<file path="src/rtl/fetch_pkg.sv">
// Shared constants for the instruction-fetch stage: widths, NOP encoding,
// instruction field positions and opcode values.
package fetch_pkg;

  localparam int INSTR_W = 16;
  localparam logic [INSTR_W-1:0] NOP_INSTR = 16'hF000;

  localparam int OPC_HI = 15;
  localparam int OPC_LO = 12;
  localparam int DST_HI = 11;
  localparam int DST_LO = 8;
  localparam int OP1_HI = 7;
  localparam int OP1_LO = 4;
  localparam int OP2_HI = 3;
  localparam int OP2_LO = 0;

  // 4'hF is reserved as NOP and is never hazard-checked.
  typedef enum logic [3:0] {
    OP_ADD = 4'h0,
    OP_SUB = 4'h1,
    OP_AND = 4'h2,
    OP_OR  = 4'h3,
    OP_NOP = 4'hF
  } opcode_e;

  function automatic logic is_hazard_op(input logic [3:0] opc);
    return opc[3:2] == 2'b00;
  endfunction

endpackage

</file>
<file path="src/rtl/fetch_skid_buf.sv">
// One-entry instruction/PC holding register.
// Ports: load (capture load_*), consume (drop), clear (flush); valid/instr/pc out.
module fetch_skid_buf
  import fetch_pkg::*;
#(
  parameter int PC_W = 8
) (
  input  logic               clock,
  input  logic               reset,
  input  logic               load,
  input  logic               consume,
  input  logic               clear,
  input  logic [INSTR_W-1:0] load_instr,
  input  logic [PC_W-1:0]    load_pc,
  output logic               valid,
  output logic [INSTR_W-1:0] instr,
  output logic [PC_W-1:0]    pc
);

  logic               valid_q, valid_d;
  logic [INSTR_W-1:0] instr_q, instr_d;
  logic [PC_W-1:0]    pc_q, pc_d;

  always_comb begin
    valid_d = valid_q;
    instr_d = instr_q;
    pc_d    = pc_q;
    if (clear) begin
      valid_d = 1'b0;
    end else if (load) begin
      valid_d = 1'b1;
      instr_d = load_instr;
      pc_d    = load_pc;
    end else if (consume) begin
      valid_d = 1'b0;
    end
  end

  always_ff @(posedge clock or posedge reset) begin
    if (reset) begin
      valid_q <= 1'b0;
      instr_q <= NOP_INSTR;
      pc_q    <= '0;
    end else begin
      valid_q <= valid_d;
      instr_q <= instr_d;
      pc_q    <= pc_d;
    end
  end

  assign valid = valid_q;
  assign instr = instr_q;
  assign pc    = pc_q;

endmodule

</file>
<file path="src/rtl/fetch_stage.sv">
// PC generation, sync imem drive, skid buffer and IF/ID register.
// Ports: clock/reset, imem_addr/imem_data, IF_ID_Hold, branch_taken/target,
// IF_ID_* outputs; stall_count only when FETCH_STALL_CNT_EN is defined.
module fetch_stage
  import fetch_pkg::*;
#(
  parameter int              PC_W     = 8,
  parameter logic [PC_W-1:0] RESET_PC = '0
) (
  input  logic               clock,
  input  logic               reset,
  output logic [PC_W-1:0]    imem_addr,
  input  logic [INSTR_W-1:0] imem_data,
  input  logic               IF_ID_Hold,
  input  logic               branch_taken,
  input  logic [PC_W-1:0]    branch_target,
  output logic [INSTR_W-1:0] IF_ID_instr,
  output logic [PC_W-1:0]    IF_ID_pc,
  output logic               IF_ID_valid,
  output logic [3:0]         IF_ID_opcode,
  output logic [3:0]         IF_ID_dest,
  output logic [3:0]         IF_ID_op1,
  output logic [3:0]         IF_ID_op2
`ifdef FETCH_STALL_CNT_EN
  ,
  output logic [15:0]        stall_count
`endif
);

  logic [PC_W-1:0]    pc_q, pc_d;
  logic               req_valid_q, req_valid_d;
  logic [PC_W-1:0]    req_pc_q, req_pc_d;
  logic               ifid_valid_q, ifid_valid_d;
  logic [INSTR_W-1:0] ifid_instr_q, ifid_instr_d;
  logic [PC_W-1:0]    ifid_pc_q, ifid_pc_d;

  logic               skid_load, skid_consume, skid_clear;
  logic               skid_valid;
  logic [INSTR_W-1:0] skid_instr;
  logic [PC_W-1:0]    skid_pc;

  fetch_skid_buf #(.PC_W(PC_W)) u_skid (
    .clock      (clock),
    .reset      (reset),
    .load       (skid_load),
    .consume    (skid_consume),
    .clear      (skid_clear),
    .load_instr (imem_data),
    .load_pc    (req_pc_q),
    .valid      (skid_valid),
    .instr      (skid_instr),
    .pc         (skid_pc)
  );

  always_comb begin
    pc_d         = pc_q;
    req_valid_d  = req_valid_q;
    req_pc_d     = req_pc_q;
    ifid_valid_d = ifid_valid_q;
    ifid_instr_d = ifid_instr_q;
    ifid_pc_d    = ifid_pc_q;
    skid_load    = 1'b0;
    skid_consume = 1'b0;
    skid_clear   = 1'b0;
    if (branch_taken) begin
      pc_d         = branch_target;
      req_valid_d  = 1'b0;
      skid_clear   = 1'b1;
      ifid_valid_d = 1'b0;
      ifid_instr_d = NOP_INSTR;
      ifid_pc_d    = '0;
    end else if (IF_ID_Hold) begin
      // Park the word returning this cycle; it would otherwise be lost.
      skid_load   = req_valid_q && !skid_valid;
      req_valid_d = 1'b0;
    end else begin
      pc_d        = pc_q + {{(PC_W-1){1'b0}}, 1'b1};
      req_valid_d = 1'b1;
      req_pc_d    = pc_q;
      if (skid_valid) begin
        skid_consume = 1'b1;
        ifid_valid_d = 1'b1;
        ifid_instr_d = skid_instr;
        ifid_pc_d    = skid_pc;
      end else if (req_valid_q) begin
        ifid_valid_d = 1'b1;
        ifid_instr_d = imem_data;
        ifid_pc_d    = req_pc_q;
      end else begin
        ifid_valid_d = 1'b0;
        ifid_instr_d = NOP_INSTR;
        ifid_pc_d    = '0;
      end
    end
  end

  always_ff @(posedge clock or posedge reset) begin
    if (reset) begin
      pc_q         <= RESET_PC;
      req_valid_q  <= 1'b0;
      req_pc_q     <= '0;
      ifid_valid_q <= 1'b0;
      ifid_instr_q <= NOP_INSTR;
      ifid_pc_q    <= '0;
    end else begin
      pc_q         <= pc_d;
      req_valid_q  <= req_valid_d;
      req_pc_q     <= req_pc_d;
      ifid_valid_q <= ifid_valid_d;
      ifid_instr_q <= ifid_instr_d;
      ifid_pc_q    <= ifid_pc_d;
    end
  end

`ifdef FETCH_STALL_CNT_EN
  logic [15:0] stall_cnt_q, stall_cnt_d;

  always_comb begin
    stall_cnt_d = stall_cnt_q;
    if (IF_ID_Hold && !branch_taken && stall_cnt_q != 16'hFFFF)
      stall_cnt_d = stall_cnt_q + 16'd1;
  end

  always_ff @(posedge clock or posedge reset) begin
    if (reset) stall_cnt_q <= '0;
    else       stall_cnt_q <= stall_cnt_d;
  end

  assign stall_count = stall_cnt_q;
`endif

  assign imem_addr    = pc_q;
  assign IF_ID_instr  = ifid_instr_q;
  assign IF_ID_pc     = ifid_pc_q;
  assign IF_ID_valid  = ifid_valid_q;
  assign IF_ID_opcode = ifid_instr_q[OPC_HI:OPC_LO];
  assign IF_ID_dest   = ifid_instr_q[DST_HI:DST_LO];
  assign IF_ID_op1    = ifid_instr_q[OP1_HI:OP1_LO];
  assign IF_ID_op2    = ifid_instr_q[OP2_HI:OP2_LO];

endmodule

</file>
<file path="config.mk">
export PLATFORM = sky130hd
export DESIGN_NAME = fetch_stage
export DESIGN_NICKNAME = d
export VERILOG_FILES = /design/src/rtl/fetch_pkg.sv /design/src/rtl/fetch_skid_buf.sv /design/src/rtl/fetch_stage.sv
export SDC_FILE = /design/constraint.sdc
export NUM_CORES = 1
export LEC_CHECK = 0
export ABC_AREA = 1
export BUFFER_PORTS_ARGS = -buffer_cell sky130_fd_sc_hd__buf_2
export CAP_MARGIN = 20
export CORE_ASPECT_RATIO = 0.5
export CORE_MARGIN = 1.5
export CORE_UTILIZATION = 40
export CTS_BUF_LIST = sky130_fd_sc_hd__clkbuf_8
export CTS_CLUSTER_SIZE = 24
export DETAILED_ROUTE_END_ITERATION = 12
export SYNTH_ARGS = -nofsm -noshare
export SYNTH_HDL_FRONTEND = slang
export SYNTH_HIERARCHICAL = 1
export SYNTH_SLANG_ARGS = --single-unit
</file>
<file path="constraint.sdc">
create_clock -name clock -period 3.15 [get_ports clock]
set_clock_uncertainty 0.1 [all_clocks]
set_input_delay 0.4725 -clock clock [delete_from_list [all_inputs] [get_ports clock]]
set_output_delay 0.4725 -clock clock [all_outputs]
set_load 0.01 [all_outputs]
</file>
# Word-level counts from Yosys, hierarchy flattened
# Index checks and enable logic that the tools add are counted.
[word_totals]
reg_bits = 67
wordCells = 44
[classes]
eq_ne = 1
n_addsub = 1
n_bitwise = 3
reduce_logical = 5
n_mux = 25
[op_table]
columns = ["op", "count"]
rows = [
  ["$mux W16", 4],
  ["$mux W8", 6],
  ["$mux W1", 15],
  ["$add A8 B1 Y8 const B", 1],
  ["$reduce_and A2 Y1", 2],
  ["$not A1 Y1", 3],
  ["$reduce_bool A3 Y1", 1],
  ["$ne A2 B1 Y1 const B", 1],
  ["$logic_and A1 B1 Y1", 1],
  ["$logic_not A1 Y1", 1],
]

# Longest topological paths before layout
[depth]
ltp_word = 6
depth_mapped = 10
ltp_nobuf = 7

# Cells and area by module
# The synthesis kept the hierarchy.
[by_module_without_submodules]
columns = ["mod", "n_inst", "seq_area_each_um2", "cells_each", "area_each_um2"]
rows = [
  ["fetch_stage", 1, 1056.0, 275, 2188.3],
  ["fetch_skid_buf", 1, 630.6, 110, 1071.0],
]

# Least setup slack after synthesis
# No wires, ideal clock.
[synth_path]
path_kind = "input to register"
startpoint = "input port branch_taken"
endpoint = "register u_skid.instr_q[0] (netlist: u_skid/instr[0])"
slack_ns = 1.503
cell_stages = 10
arrival_ns = 1.431
required_ns = 2.934
path_cell_list = "buf_6 -> nor2_8 -> buf_6 -> inv_2 -> nor2_1 -> buf_6 -> nand2_8 -> buf_12 -> nand2_2 -> nand2_1"
[synth_via]
elab_cells_between_ends = 4
classes_between = "mux: 2; bitwise: 1; reduce/logical: 1"
[synth_rtl]
columns = ["item", "line_no", "text"]
rows = [
  ["from (decl)", "fetch_stage.sv:15", "input logic branch_taken,"],
  ["$mux W1", "fetch_stage.sv:65", "if (branch_taken) begin"],
  ["net skid_load", "fetch_stage.sv:37", "logic skid_load, skid_consume, skid_clear;"],
  ["$reduce_and A2 Y1 (no source line)", "--", ""],
  ["to (signal assigned)", "fetch_skid_buf.sv:46", "instr_q <= instr_d;"],
  ["to (decl)", "fetch_skid_buf.sv:21", "logic [INSTR_W-1:0] instr_q, instr_d;"],
]
# The timed path passes the listed nets, and every way through them passes these cells.
# A chain may end at the register's enable or synchronous reset.

# Final worst setup path
[layout_path]
startpoint = "register u_skid.valid_q (netlist: u_skid/valid)"
endpoint = "register u_skid.instr_q[7] (netlist: u_skid/instr[7])"
[layout_via]
elab_chain_len = 5
[layout_lines]
columns = ["item", "line_no", "text"]
rows = [
  ["from (decl)", "fetch_skid_buf.sv:20", "logic valid_q, valid_d;"],
  ["from (signal assigned)", "fetch_skid_buf.sv:45", "valid_q <= valid_d;"],
  ["$logic_not A1 Y1", "fetch_stage.sv:74", "skid_load = req_valid_q && !skid_valid;"],
  ["$logic_and A1 B1 Y1", "fetch_stage.sv:74", ""],
  ["$mux W1", "fetch_stage.sv:72", "end else if (IF_ID_Hold) begin"],
  ["$mux W1", "fetch_stage.sv:65", ""],
  ["net skid_load", "fetch_stage.sv:37", ""],
  ["$reduce_and A2 Y1 (no source line)", "--", ""],
]
# The timed path passes the listed nets, and every way through them passes these cells.

==> reports/results.md <==
| Metric | Reported |
| --- | --- |
| Routed Antenna Nets | 0 |
| Worst hold slack | 0.2435 ns |
| Global placement routability congestion | 0.8132 |
| Number of nets produced by synthesis | 414 |
| Part of the total power dissipated in sequential elements | 53.7% |
| Count of standard-cell rows | 23 |
| Unique masters post-synth | 26 |
| Wire length of the first global-routing pass | 11600 um |
| Final setup violation count | 0 |
| Final Slew Violations | 0 |
| Effective utilization at floorplan | 41.04% |
| Total vias in the final route | 2572 |
| CTS buffer count | 9 |
| Pin count of the biggest net entering global routing | 43 |
| Clock-pin slew of the registers on the worst-case setup and hold paths | 0.07 ns |
| CTS Root Cell | sky130_fd_sc_hd__clkbuf_8 |
| Internal cell power | 0.001422 W |
| Antenna diode count | 0 |
| Run status | finished clean |
| Hold Violations, Final | 0 |
| Setup crit start kind | flop |
| Commonest non-fill, non-tap cell in the layout | sky130_fd_sc_hd__nand2_1 |
| Final routed wire length divided by cell count | 12.49 um |
| Fraction of the yosys area taken by sequential cells | 51.75% |
| Worst rel slew slack | 38.80% |
| Wirelength, routed | 6995 um |
| Cell count after synthesis | 385 |
| Maximum vdd drop | 0.0002157 V |
| Fillers | 807 |
| Required time worst endpoint | 3.34 ns |
| Tot GR Track Use | 17.88% |
| Number of antenna violations at the first check in global routing | 0 |
| Most frequent cells in the layout | 147 x sky130_fd_sc_hd__nand2_1, 76 x sky130_fd_sc_hd__buf_2, 59 x sky130_fd_sc_hd__dfrtp_1, 59 x sky130_fd_sc_hd__nand3_1, 22 x sky130_fd_sc_hd__nor2_1 |
| Number of nets at the end of the flow | 472 |
| DRC errors left | 0 |
| Setup repair bufs after CTS | 0 |
| Ratio of routed vias to standard cells | 4.593 |
| Die Wd | 130.7 um |
| Clock sink total | 67 |
| First-pass DRT Iterations | 4 |
| Biggest fanout along the worst timing path | 15 |
| Final TNS setup | 0 ns |
| Part of the total power dissipated in combinational logic | 13.0% |
| Sw Ratio | 27.81% |
| Actual transition at the worst max-transition pin | 0.9167 ns |
| Number of DRC violations after detailed-routing iteration 0 | 131 |
| Tightest Hold Check Type | input port to flop |
| Syn_area_per_cell | 8.466 sq um |
| Post-route insts no fill | 560 |
| Area used by multi-input combinational logic | 1187 sq um |
| Number of input and output port buffers inserted | 76 |
| Element type at the critical path end | flop |
| Worst Path Class, Setup | flop to flop |
| Leakage component of the power | 2.040 nW |
| Data arrival at the endpoint of the critical path | 1.97 ns |
| Highest clock rate | 560.5 MHz |
| Die footprint | 8732 sq um |
| Flops & latches, synth | 67 |
| Sequential cell area | 1687 sq um |
| Number of violations of the max-capacitance limit | 0 |
| Overall overflow remaining after global route | 0 |
| Area growth from synthesis to final layout | 14.40% |
| Post-route clock period utilization | 56.64% |
| Total of warnings raised by yosys | 6 |
| Cell Pwr Density | 528.4 nW/um^2 |
| Clock tree from TritonCTS | done |
| Number of global-route vias before repair | 2418 |
| Setup repair after global routing missed its margin | false |
| Area of the mapped netlist | 3259 sq um |
| Net switching component of the power | 0.0005479 W |
| Top-level port count | 77 |
| Clock network fraction of total power | 33.3% |
| Clock latency on the worst-skew pair | 0.35 ns |
| Die height | 66.83 um |
| Share of final-layout standard cells stronger than drive strength 1 | 29.02% |
| Final min period | 1.784 ns |
| Deepest clock path buffer count | 2 |
| Post-DP HPWL | 4562 um |
| Cells after DPL | 542 |
| Core footprint | 7943 sq um |
| # H-tree levels | 3 |
path summary, 6_finish.rpt:
path | startpoint | end | slack, ns | depth (start not counted)
min reg2reg | u_skid/instr[13]$_DFFE_PP1P_ | u_skid/instr[13]$_DFFE_PP1P_ | 0.37 | 2
max reg2reg | u_skid/valid$_DFFE_PP0P_ | u_skid/instr[7]$_DFFE_PP0P_ | 1.37 | 6
max in group asynchronous | reset | IF_ID_pc[3]$_DFFE_PP0P_ | 1.58 | 3
min | branch_target[2] | imem_addr[2]$_DFFE_PP0P_ | 0.24 | 3
max | u_skid/valid$_DFFE_PP0P_ | u_skid/instr[7]$_DFFE_PP0P_ | 1.37 | 6
min in group asynchronous | reset | u_skid/pc[3]$_DFFE_PP0P_ | 0.54 | 3
sequential cells by signal (all words and copies together), names as in the netlist:
register and flops:
req_pc_q 8, IF_ID_pc 8, imem_addr 8, u_skid/pc 8, u_skid/instr 16, IF_ID_valid 1
IF_ID_instr 16, u_skid/valid 1, req_valid_q 1
repair_timing:
item,in CTS,in global routing
setup endpoints to repair,0,0
resized for setup,0,0
hold endpoints to repair,0,4
hold buffers,0,1
per-layer routing:
metal	up-vias	global-route usage [%]	wire, um
met3	13	5.542	372
li1	1302	-	-
met1	1198	23.65	3520
met5	-	0	0
met4	0	7.280	116
met2	59	27.37	2985
through the flow:
stage	power [W]	util [%]	worst slack (ns)	instance area (sq um)
3_5_place_dp	0.001329	44.17	1.080	3508
3_3_place_gp	0.001324	44.17	1.132	3508
5_1_grt	0.002086	46.94	1.227	3729
4_1_cts	0.001992	46.47	1.371	3691
6_report	0.001970	46.94	1.366	3729
2_1_floorplan	0.001247	-	1.503	3259
synthesized netlist by cell type:
cell	n	share of area [%]
sky130_fd_sc_hd__buf_8	1	0.46
sky130_fd_sc_hd__dfrtp_1	59	45
sky130_fd_sc_hd__inv_4	2	0.38
sky130_fd_sc_hd__o211ai_2	1	0.38
sky130_fd_sc_hd__o21ai_1	4	0.61
sky130_fd_sc_hd__buf_6	7	2.4
sky130_fd_sc_hd__inv_1	20	2.3
sky130_fd_sc_hd__nor2_1	23	2.6
sky130_fd_sc_hd__o21ai_0	3	0.46
sky130_fd_sc_hd__inv_2	3	0.35
sky130_fd_sc_hd__buf_2	2	0.31
sky130_fd_sc_hd__o21a_1	1	0.23
sky130_fd_sc_hd__nor2_4	3	1.0
sky130_fd_sc_hd__nand2_4	1	0.35
sky130_fd_sc_hd__nor2_2	2	0.38
sky130_fd_sc_hd__o21ai_2	2	0.54
sky130_fd_sc_hd__ha_1	1	0.38
sky130_fd_sc_hd__or2_2	1	0.19
sky130_fd_sc_hd__dfstp_2	8	6.4
sky130_fd_sc_hd__buf_4	22	5.1
sky130_fd_sc_hd__nand2_2	10	1.9
sky130_fd_sc_hd__nor2_8	1	0.61
sky130_fd_sc_hd__nand2_8	1	0.61
sky130_fd_sc_hd__nand3_1	59	9.1
sky130_fd_sc_hd__nand2_1	147	17
sky130_fd_sc_hd__buf_12	1	0.61
worst max-delay path, stage by stage, from the launching register on:
cell and delay (ns):
sky130_fd_sc_hd__dfrtp_1 0.42, sky130_fd_sc_hd__inv_1 0.07, sky130_fd_sc_hd__nand2_1 0.10, sky130_fd_sc_hd__nor2_2 0.52, sky130_fd_sc_hd__buf_4 0.33, sky130_fd_sc_hd__nand3_1 0.10
sky130_fd_sc_hd__nand2_1 0.08
power groups by stage:
stage / Clock (W) / Sequential, W / Combinational (W)
2_1_floorplan: 0 / 0.00107 / 0.000181
3_3_place_gp: 0 / 0.00107 / 0.000253
3_5_place_dp: 0 / 0.00107 / 0.000256
4_1_cts: 0.000678 / 0.00106 / 0.000256
5_1_grt: 0.000714 / 0.00107 / 0.000297
6_report: 0.000656 / 0.00106 / 0.000256
area by class of cell:
cell class	instances	share of cell area [%]
multi-input cells	260	31.85
inverters	25	2.651
well taps	112	3.758
clock buffers	12	4.430
flip-flops and latches	67	45.23
clock inverters	4	0.4698
repair buffers	80	11.61
logic make-up (layout without fill, tap and decap cells):
kind of cell    after synthesis  count (layout)  synth area share, %
fa+ha+maj                     1               1               0.3838
buf+inv                      58             121                11.90
flops                        67              67                51.75
simple gates                248             248                33.74
compound gates               11              11                2.226
Note: power is estimated with default switching activity, not from simulation.
